File: src/rtl/serial_subtractor.sv
// rtl/serial_subtractor.sv - bit-serial A - B, LSB first, single borrow flop
module serial_subtractor #(
    parameter int W = 8
) (
    input  logic         clk,
    input  logic         rst,
    input  logic         pload,
    input  logic         enable,
    input  logic [W-1:0] adata,
    input  logic [W-1:0] bdata,
    output logic [W-1:0] pout,
    output logic         bout,
    output logic         busy,
    output logic         done
);

    localparam int CW = $clog2(W);

    typedef enum logic [1:0] {
        IDLE,
        RUN,
        DONE
    } state_t;

    state_t        state;
    state_t        state_next;
    logic [W-1:0]  sa;
    logic [W-1:0]  sb;
    logic [W-1:0]  sr;
    logic          br;
    logic [CW-1:0] cnt;
    logic          d;
    logic          br_next;
    logic          step_en;
    logic          last;

    always_comb begin
        d          = sa[0] ^ sb[0] ^ br;
        br_next    = (~sa[0] & sb[0]) | (~(sa[0] ^ sb[0]) & br);
        step_en    = (state == RUN) && enable && !pload;
        last       = (cnt == CW'(W - 1));
        state_next = state;
        busy       = 1'b0;
        done       = 1'b0;
        case (state)
            IDLE: state_next = IDLE;
            RUN: begin
                busy = 1'b1;
                if (step_en && last) begin
                    state_next = DONE;
                end
            end
            DONE: begin
                done       = 1'b1;
                state_next = IDLE;
            end
            default: state_next = IDLE;
        endcase
        // a load restarts from any state, aborting a run without a done pulse
        if (pload) begin
            state_next = RUN;
        end
    end

    always_ff @(posedge clk or negedge rst) begin
        if (!rst) begin
            state <= IDLE;
            sa    <= '0;
            sb    <= '0;
            sr    <= '0;
            br    <= 1'b0;
            cnt   <= '0;
            pout  <= '0;
            bout  <= 1'b0;
        end else begin
            state <= state_next;
            if (pload) begin
                sa  <= adata;
                sb  <= bdata;
                sr  <= '0;
                br  <= 1'b0;
                cnt <= '0;
            end else if (step_en) begin
                sa  <= {1'b0, sa[W-1:1]};
                sb  <= {1'b0, sb[W-1:1]};
                sr  <= {d, sr[W-1:1]};
                br  <= br_next;
                cnt <= cnt + CW'(1);
                if (last) begin
                    pout <= {d, sr[W-1:1]};
                    bout <= br_next;
                end
            end
        end
    end

endmodule
File: config.mk
export PLATFORM = sky130hd
export DESIGN_NAME = serial_subtractor
export DESIGN_NICKNAME = d
export VERILOG_FILES = /design/src/rtl/serial_subtractor.sv
export SDC_FILE = /design/constraint.sdc
export NUM_CORES = 1
export LEC_CHECK = 0
export CAP_MARGIN = 20
export CORE_ASPECT_RATIO = 1.4
export CORE_MARGIN = 3
export CORE_UTILIZATION = 50
export CTS_BUF_LIST = sky130_fd_sc_hd__clkbuf_16
export DETAILED_ROUTE_END_ITERATION = 8
export HOLD_SLACK_MARGIN = 0.08
export PLACE_DENSITY_LB_ADDON = 0.15
export SYNTH_ARGS = -nofsm -noshare
export SYNTH_HDL_FRONTEND = slang
export SYNTH_SLANG_ARGS = --single-unit
File: constraint.sdc
create_clock -name clk -period 3.3 [get_ports clk]
set_input_delay 0.495 -clock clk [delete_from_list [all_inputs] [get_ports clk]]
set_output_delay 0.495 -clock clk [all_outputs]
set_load 0.02 [all_outputs]
==> impl_metrics.env, run 1 <==
export IMPL_status="finished, final reports clean"
export IMPL_grt_usage_pct=16.2
export IMPL_vias_per_cell=5.23
export IMPL_critPathArrivalTime_ps=1450
export IMPL_path_class="flop to output port"
export IMPL_avgSynthCellArea_um2=10.3
export IMPL_grt_overflow_total=0
export IMPL_fp_dieW_um=55.4
export IMPL_ios=31
export IMPL_fp_dieH_um=75.1
export IMPL_grt_max_degree=45
export IMPL_relSlewSlack_pct=36.6
export IMPL_vias=1214
export IMPL_clkTransAtPathRegs_ps=50
export IMPL_die_area_mm2=0.00416
export IMPL_ctsResizeCount=0
export IMPL_yosysTopAreaCell="dfrtp_1"
export IMPL_ys_warn_count=0
export IMPL_cap_violations=0
export IMPL_cp_start_kind="flop"
export IMPL_io_buffer_count=30
export IMPL_path_cells="nor2b_1 -> clkdlybuf4s50_1"
export IMPL_ir_worst_vdd_uv=386
export IMPL_rows=24
export IMPL_root_buffer="clkbuf_16"
export IMPL_drc_errors=0
export IMPL_cp_required_ps=2800
export IMPL_skew_ps=2.36
export IMPL_grt_pass1_wl_mm=5.18
export IMPL_timing_fmax_mhz=515
export IMPL_finalHoldViolCount=0
export IMPL_cts_tree="yes"
export IMPL_synth_seq_cells=38
export IMPL_clock_sinks=38
export IMPL_nNetsFinal=215
export IMPL_dr_pass1_iters=4
export IMPL_netlist_area_leader_share_pct=55.7
export IMPL_place_gp_congestion=0.749
export IMPL_detail_route_antenna_nets=0
export IMPL_synth_area_mm2=0.00171
export IMPL_ctsHtreeMaxLevel=2
export IMPL_syn2layout_area_growth_pct=24.6
export IMPL_syn_nets=188
export IMPL_critical_path_slowest_cell="clkdlybuf4s50_1"
export IMPL_holdWs_ps=301
export IMPL_finalCriticalPeriod_ps=1940
export IMPL_dp_hpwl_mm=2.07
export IMPL_numCtsBuffers=5
export IMPL_coreArea_mm2=0.00318
export IMPL_clkLatencyLatePin_ps=280
export IMPL_layout_common_cells="a21oi_1 (38), dfrtp_1 (38), nand2_1 (37)"
export IMPL_drt_iter0_drc=43
export IMPL_synth_cell_type_count=22
export IMPL_routed_wl_mm=3.04
export IMPL_slew_viol_final=0
export IMPL_syn_inst=165
export IMPL_grt_pass1_vias=1197
export IMPL_cts_max_path_buffers=2
export IMPL_synth_area_leaders="dfrtp_1 (56%), a21oi_1 (11%), nand2_1 (8.1%), mux2_4 (6.2%), nor2b_1 (5.5%)"
export IMPL_finalSetupViolations=0
export IMPL_postCtsSetupBuffers=0
export IMPL_rsz0062_at_grt="false"
export IMPL_hold_path_class="input port to async pin"
export IMPL_finalSetupTns_ps=0
export IMPL_powerDensity_mw_per_mm2=493
export IMPL_cts_hold_fix_buffers=0
export IMPL_n_antenna_cell=0
export IMPL_fin_crit_sh_pct=58.9
export IMPL_cp_max_fo=4
export IMPL_wl_per_cell_um=13.1
export IMPL_critical_path_buf_inv_count=1
export IMPL_endpoint_kind="output port"
export IMPL_power_leakage_nw=0.937
export IMPL_critical_path_top_delay_family="buffers and inverters"
export IMPL_worst_pin_slew_ps=948
export IMPL_ys_seq_area_share_pct=55.7
export IMPL_cpPeakStageDelay_ps=610
export IMPL_antenna_found_initial=0
export IMPL_initial_core_util_pct=53.6
export IMPL_drive_gt1_share_pct=9.33
==> worst paths after layout <==
path	from	endpoint	slack [ps]	depth (start not counted)
max	state[1]$_DFFE_PN0P_	done	1360	2
min	rst	pout[1]$_DFFE_PN0P_	300	1
max reg2reg	state[1]$_DFFE_PN0P_	sb[0]$_DFFE_PN0P_	1610	3
min reg2reg	pout[0]$_DFFE_PN0P_	pout[0]$_DFFE_PN0P_	500	1
max in group asynchronous	rst	sb[1]$_DFFE_PN0P_	2500	1
min in group clk	pout[0]$_DFFE_PN0P_	pout[0]$_DFFE_PN0P_	500	1
==> stage by stage <==
step           cells  total power, W  worst slack, ps  utilization, %  instance area [µm²]
2_1_floorplan    165        0.000570             1790               -                 1710
3_3_place_gp     224        0.000608             1140            62.5                 1990
3_5_place_dp     224        0.000615             1100            62.5                 1990
4_1_cts          232         0.00106             1340            66.8                 2130
5_1_grt          232         0.00110             1230            66.8                 2130
6_report         232         0.00105             1360            66.8                 2130
==> layer usage <==
layer,up-vias,wire length [µm],global-route usage [%],part of all wire (%)
li1,594,-,-,-
met1,582,1220,17.8,40
met2,31,1600,28.2,53
met3,7,144,5.15,4.7
met4,0,74,8.92,2.4
met5,-,0,0,0
==> state kept, by name, indices dropped and copies added (netlist names) <==
name	cells
bout	1
br	1
cnt	3
pout	8
sa	8
sb	8
sr	7
state	2
==> synth_stat cells <==
library cell,n
nand2b_1,1
nand3b_1,1
buf_4,2
mux2_2,1
o21ai_0,2
and4b_4,1
inv_1,3
dfrtp_1,38
nor2_1,3
buf_2,4
clkbuf_1,4
fa_1,1
buf_12,1
xnor2_1,1
mux2i_1,1
nand2_1,37
mux2_4,7
and3b_1,1
nor2b_4,1
a21oi_1,38
nor2b_1,15
ha_1,2
==> where the power goes <==
group	internal, W	switching (W)
combinational	0.0000466	0.0000507
sequential	0.000492	0.0000149
clock	0.000272	0.000171
total	0.000811	0.000236
==> cells by family (layout without fill, tap and decap cells) <==
| group | Yosys count | count (layout) | share of synthesized area (%) |
|---|---|---|---|
| muxes | 9 | 9 | 7.40 |
| DFF | 38 | 38 | 55.7 |
| and+or+nand+nor | 60 | 60 | 17.2 |
| adders and majority gates | 3 | 3 | 2.64 |
| buffers and inverters | 14 | 42 | 4.76 |
| AOI/OAI and AO/OA | 40 | 40 | 11.7 |
| xor gates and xnor gates | 1 | 1 | 0.513 |
==> worst register-to-register path: stages (launching register included) <==
cell	delay (ps)
dfrtp_1	420
nand3b_1	740
nand2_1	320
a21oi_1	90
==> layout make-up <==
class / instances / area, µm²
inverters: 3 / 11.3
flip-flops and latches: 38 / 951
clock buffers: 5 / 125
well taps: 39 / 48.8
repair buffers: 31 / 303
fillers: 269 / 1060
multi-input cells: 113 / 674
clock inverters: 3 / 12.5
Note: power is estimated with default switching activity, not from simulation.
==> inputs of run 2 (changes only) <==
CORE_UTILIZATION = 46   (was 50)
clock period = 1.6 ns   (was 3.3 ns; I/O delays follow)
==> run 2 against run 1 <==
Clock-buffer cell count unchanged. Sequential power up 110%. Clock power up 110%. Highest routed layer unchanged. Largest power group unchanged. First-iteration DRC count down 44%. Via count up 2.6%.
==> impl_metrics.env, run 2 (synthesized netlist as in run 1, its figures left out) <==
export IMPL_drt_iter0_drc=24
export IMPL_die_area_mm2=0.00449
export IMPL_status="finished, final reports clean"
export IMPL_cts_tree="yes"
export IMPL_numCtsBuffers=5
export IMPL_fin_util_pct=62.9
export IMPL_drc_errors=0
export IMPL_grt_max_degree=45
export IMPL_wl_per_cell_um=12.9
export IMPL_top_regs="pout x8, sa x8, sb x8"
export IMPL_syn2layout_area_growth_pct=28.0
export IMPL_coreArea_mm2=0.00347
export IMPL_endpoint_kind="flop"
export IMPL_power_leakage_nw=0.973
export IMPL_timing_fmax_mhz=662
export IMPL_root_buffer="clkbuf_16"
export IMPL_skew_ps=4.05
export IMPL_slew_viol_final=0
export IMPL_rows=25
export IMPL_dp_hpwl_mm=2.07
export IMPL_grt_pass1_wl_mm=5.27
export IMPL_finalCriticalPeriod_ps=1510
export IMPL_cts_max_path_buffers=2
export IMPL_detail_route_antenna_nets=0
export IMPL_ir_worst_vdd_uv=809
export IMPL_cp_max_fo=11
export IMPL_initial_core_util_pct=49.2
export IMPL_antenna_found_initial=0
export IMPL_powerDensity_mw_per_mm2=993
export IMPL_n_antenna_cell=0
export IMPL_path_class="flop to flop"
export IMPL_clock_sinks=38
export IMPL_fin_crit_sh_pct=94.5
export IMPL_critPathArrivalTime_ps=1670
export IMPL_vias_per_cell=5.21
export IMPL_ctsHtreeMaxLevel=2
export IMPL_rrSetupSlack_ps=90
export IMPL_total_power_w=0.00217
export IMPL_grt_usage_pct=15.4
export IMPL_clkTransAtPathRegs_ps=50
export IMPL_cp_start_kind="flop"
export IMPL_layout_common_cells="a21oi_1 (38), dfrtp_1 (38), nand2_1 (37)"
export IMPL_dr_pass1_iters=4
export IMPL_place_gp_congestion=0.754
export IMPL_pre_cts_slack_ps=-40.5
export IMPL_finalHoldViolCount=0
export IMPL_fp_dieW_um=57.5
export IMPL_relSlewSlack_pct=74.7
export IMPL_finalSetupViolations=0
export IMPL_setup_ws_ps=88.3
export IMPL_vias=1245
export IMPL_hold_path_class="input port to async pin"
export IMPL_ios=31
export IMPL_clkLatencyLatePin_ps=280
export IMPL_cap_violations=0
export IMPL_fillers=289
export IMPL_routed_wl_mm=3.07
export IMPL_drive_gt1_share_pct=11.6
export IMPL_grt_overflow_total=0
export IMPL_fp_dieH_um=78.1
export IMPL_worst_pin_slew_ps=379
export IMPL_nNetsFinal=221
export IMPL_rsz0062_at_grt="false"
export IMPL_grt_pass1_vias=1183
export IMPL_cp_required_ps=1760
export IMPL_io_buffer_count=30
==> run 2: cell types whose count changed in the layout (fill, tap and decap cells not counted) <==
cell	delta
dlygate4sd2_1	+2
clkdlybuf4s50_1	-2
buf_12	+1
buf_4	+4
dlygate4sd3_1	+1
==> run 2: worst paths after layout <==
path | start | endpoint | depth (start not counted)
min in group clk | pout[1]$_DFFE_PN0P_ | pout[1]$_DFFE_PN0P_ | 1
min | rst | state[1]$_DFFE_PN0P_ | 2
max reg2reg | cnt[0]$_DFFE_PN0P_ | pout[0]$_DFFE_PN0P_ | 4
max in group asynchronous | rst | sb[0]$_DFFE_PN0P_ | 3
max | cnt[0]$_DFFE_PN0P_ | pout[0]$_DFFE_PN0P_ | 4
min reg2reg | pout[1]$_DFFE_PN0P_ | pout[1]$_DFFE_PN0P_ | 1
==> run 2: power by group <==
group	total (W)	switching, W	internal, W	leakage, nW
logic	0.000212	0.000105	0.000107	0.421
clock network	0.000911	0.000349	0.000562	0.0724
registers	0.00105	0.0000307	0.00101	0.479
==> run 2: timing repair <==
item / CTS / global route
endpoints found under the hold margin: 14 / 0
setup buffers: 0 / 0
gates resized for setup: 2 / 0
endpoints found under the setup margin: 2 / 0
hold buffers: 1 / 0
==> run 2: worst max-delay path, stage by stage, from the launching register on <==
cell and delay (ps):
dfrtp_1 360, ha_1 150, ha_1 130, and4b_4 380, mux2_2 360
==> run 2: per-stage QoR <==
| stage | TNS, ps | hold slack, ps | instance area (µm²) | cells |
|---|---|---|---|---|
| final | 0 | 397 | 2180 | 239 |
| after detailed placement | -41.3 | 168 | 2040 | 230 |
| after floorplan | 0 | -55.6 | 1710 | 165 |
| after global routing | 0 | 429 | 2180 | 239 |
| after global placement | -0.806 | 166 | 2040 | 230 |
| after CTS | 0 | 402 | 2180 | 239 |
==> run 2: cell type report <==
| class | instances | area (µm²) | share of cell area (%) |
|---|---|---|---|
| clock inverter | 3 | 12.5 | 0.573 |
| timing repair buffer | 37 | 360 | 16.5 |
| clock buffer | 5 | 125 | 5.73 |
| multi-input combinational | 113 | 674 | 30.9 |
| inverter | 3 | 11.3 | 0.515 |
| tap | 40 | 50.0 | 2.29 |
| sequential | 38 | 951 | 43.5 |
==> run 2: routing by layer <==
| layer | share of wire (%) | global-route usage, % |
|---|---|---|
| met1 | 40 | 17.0 |
| met2 | 53 | 26.5 |
| met3 | 4.8 | 4.44 |
| met4 | 2.1 | 7.66 |
| met5 | 0 | 0 |
==> inputs of run 3 (changes only) <==
SLEW_MARGIN = 0   (was unset)
==> results of run 3 <==
Same layout as run 2: the final DEF is identical, and so are final timing and power.
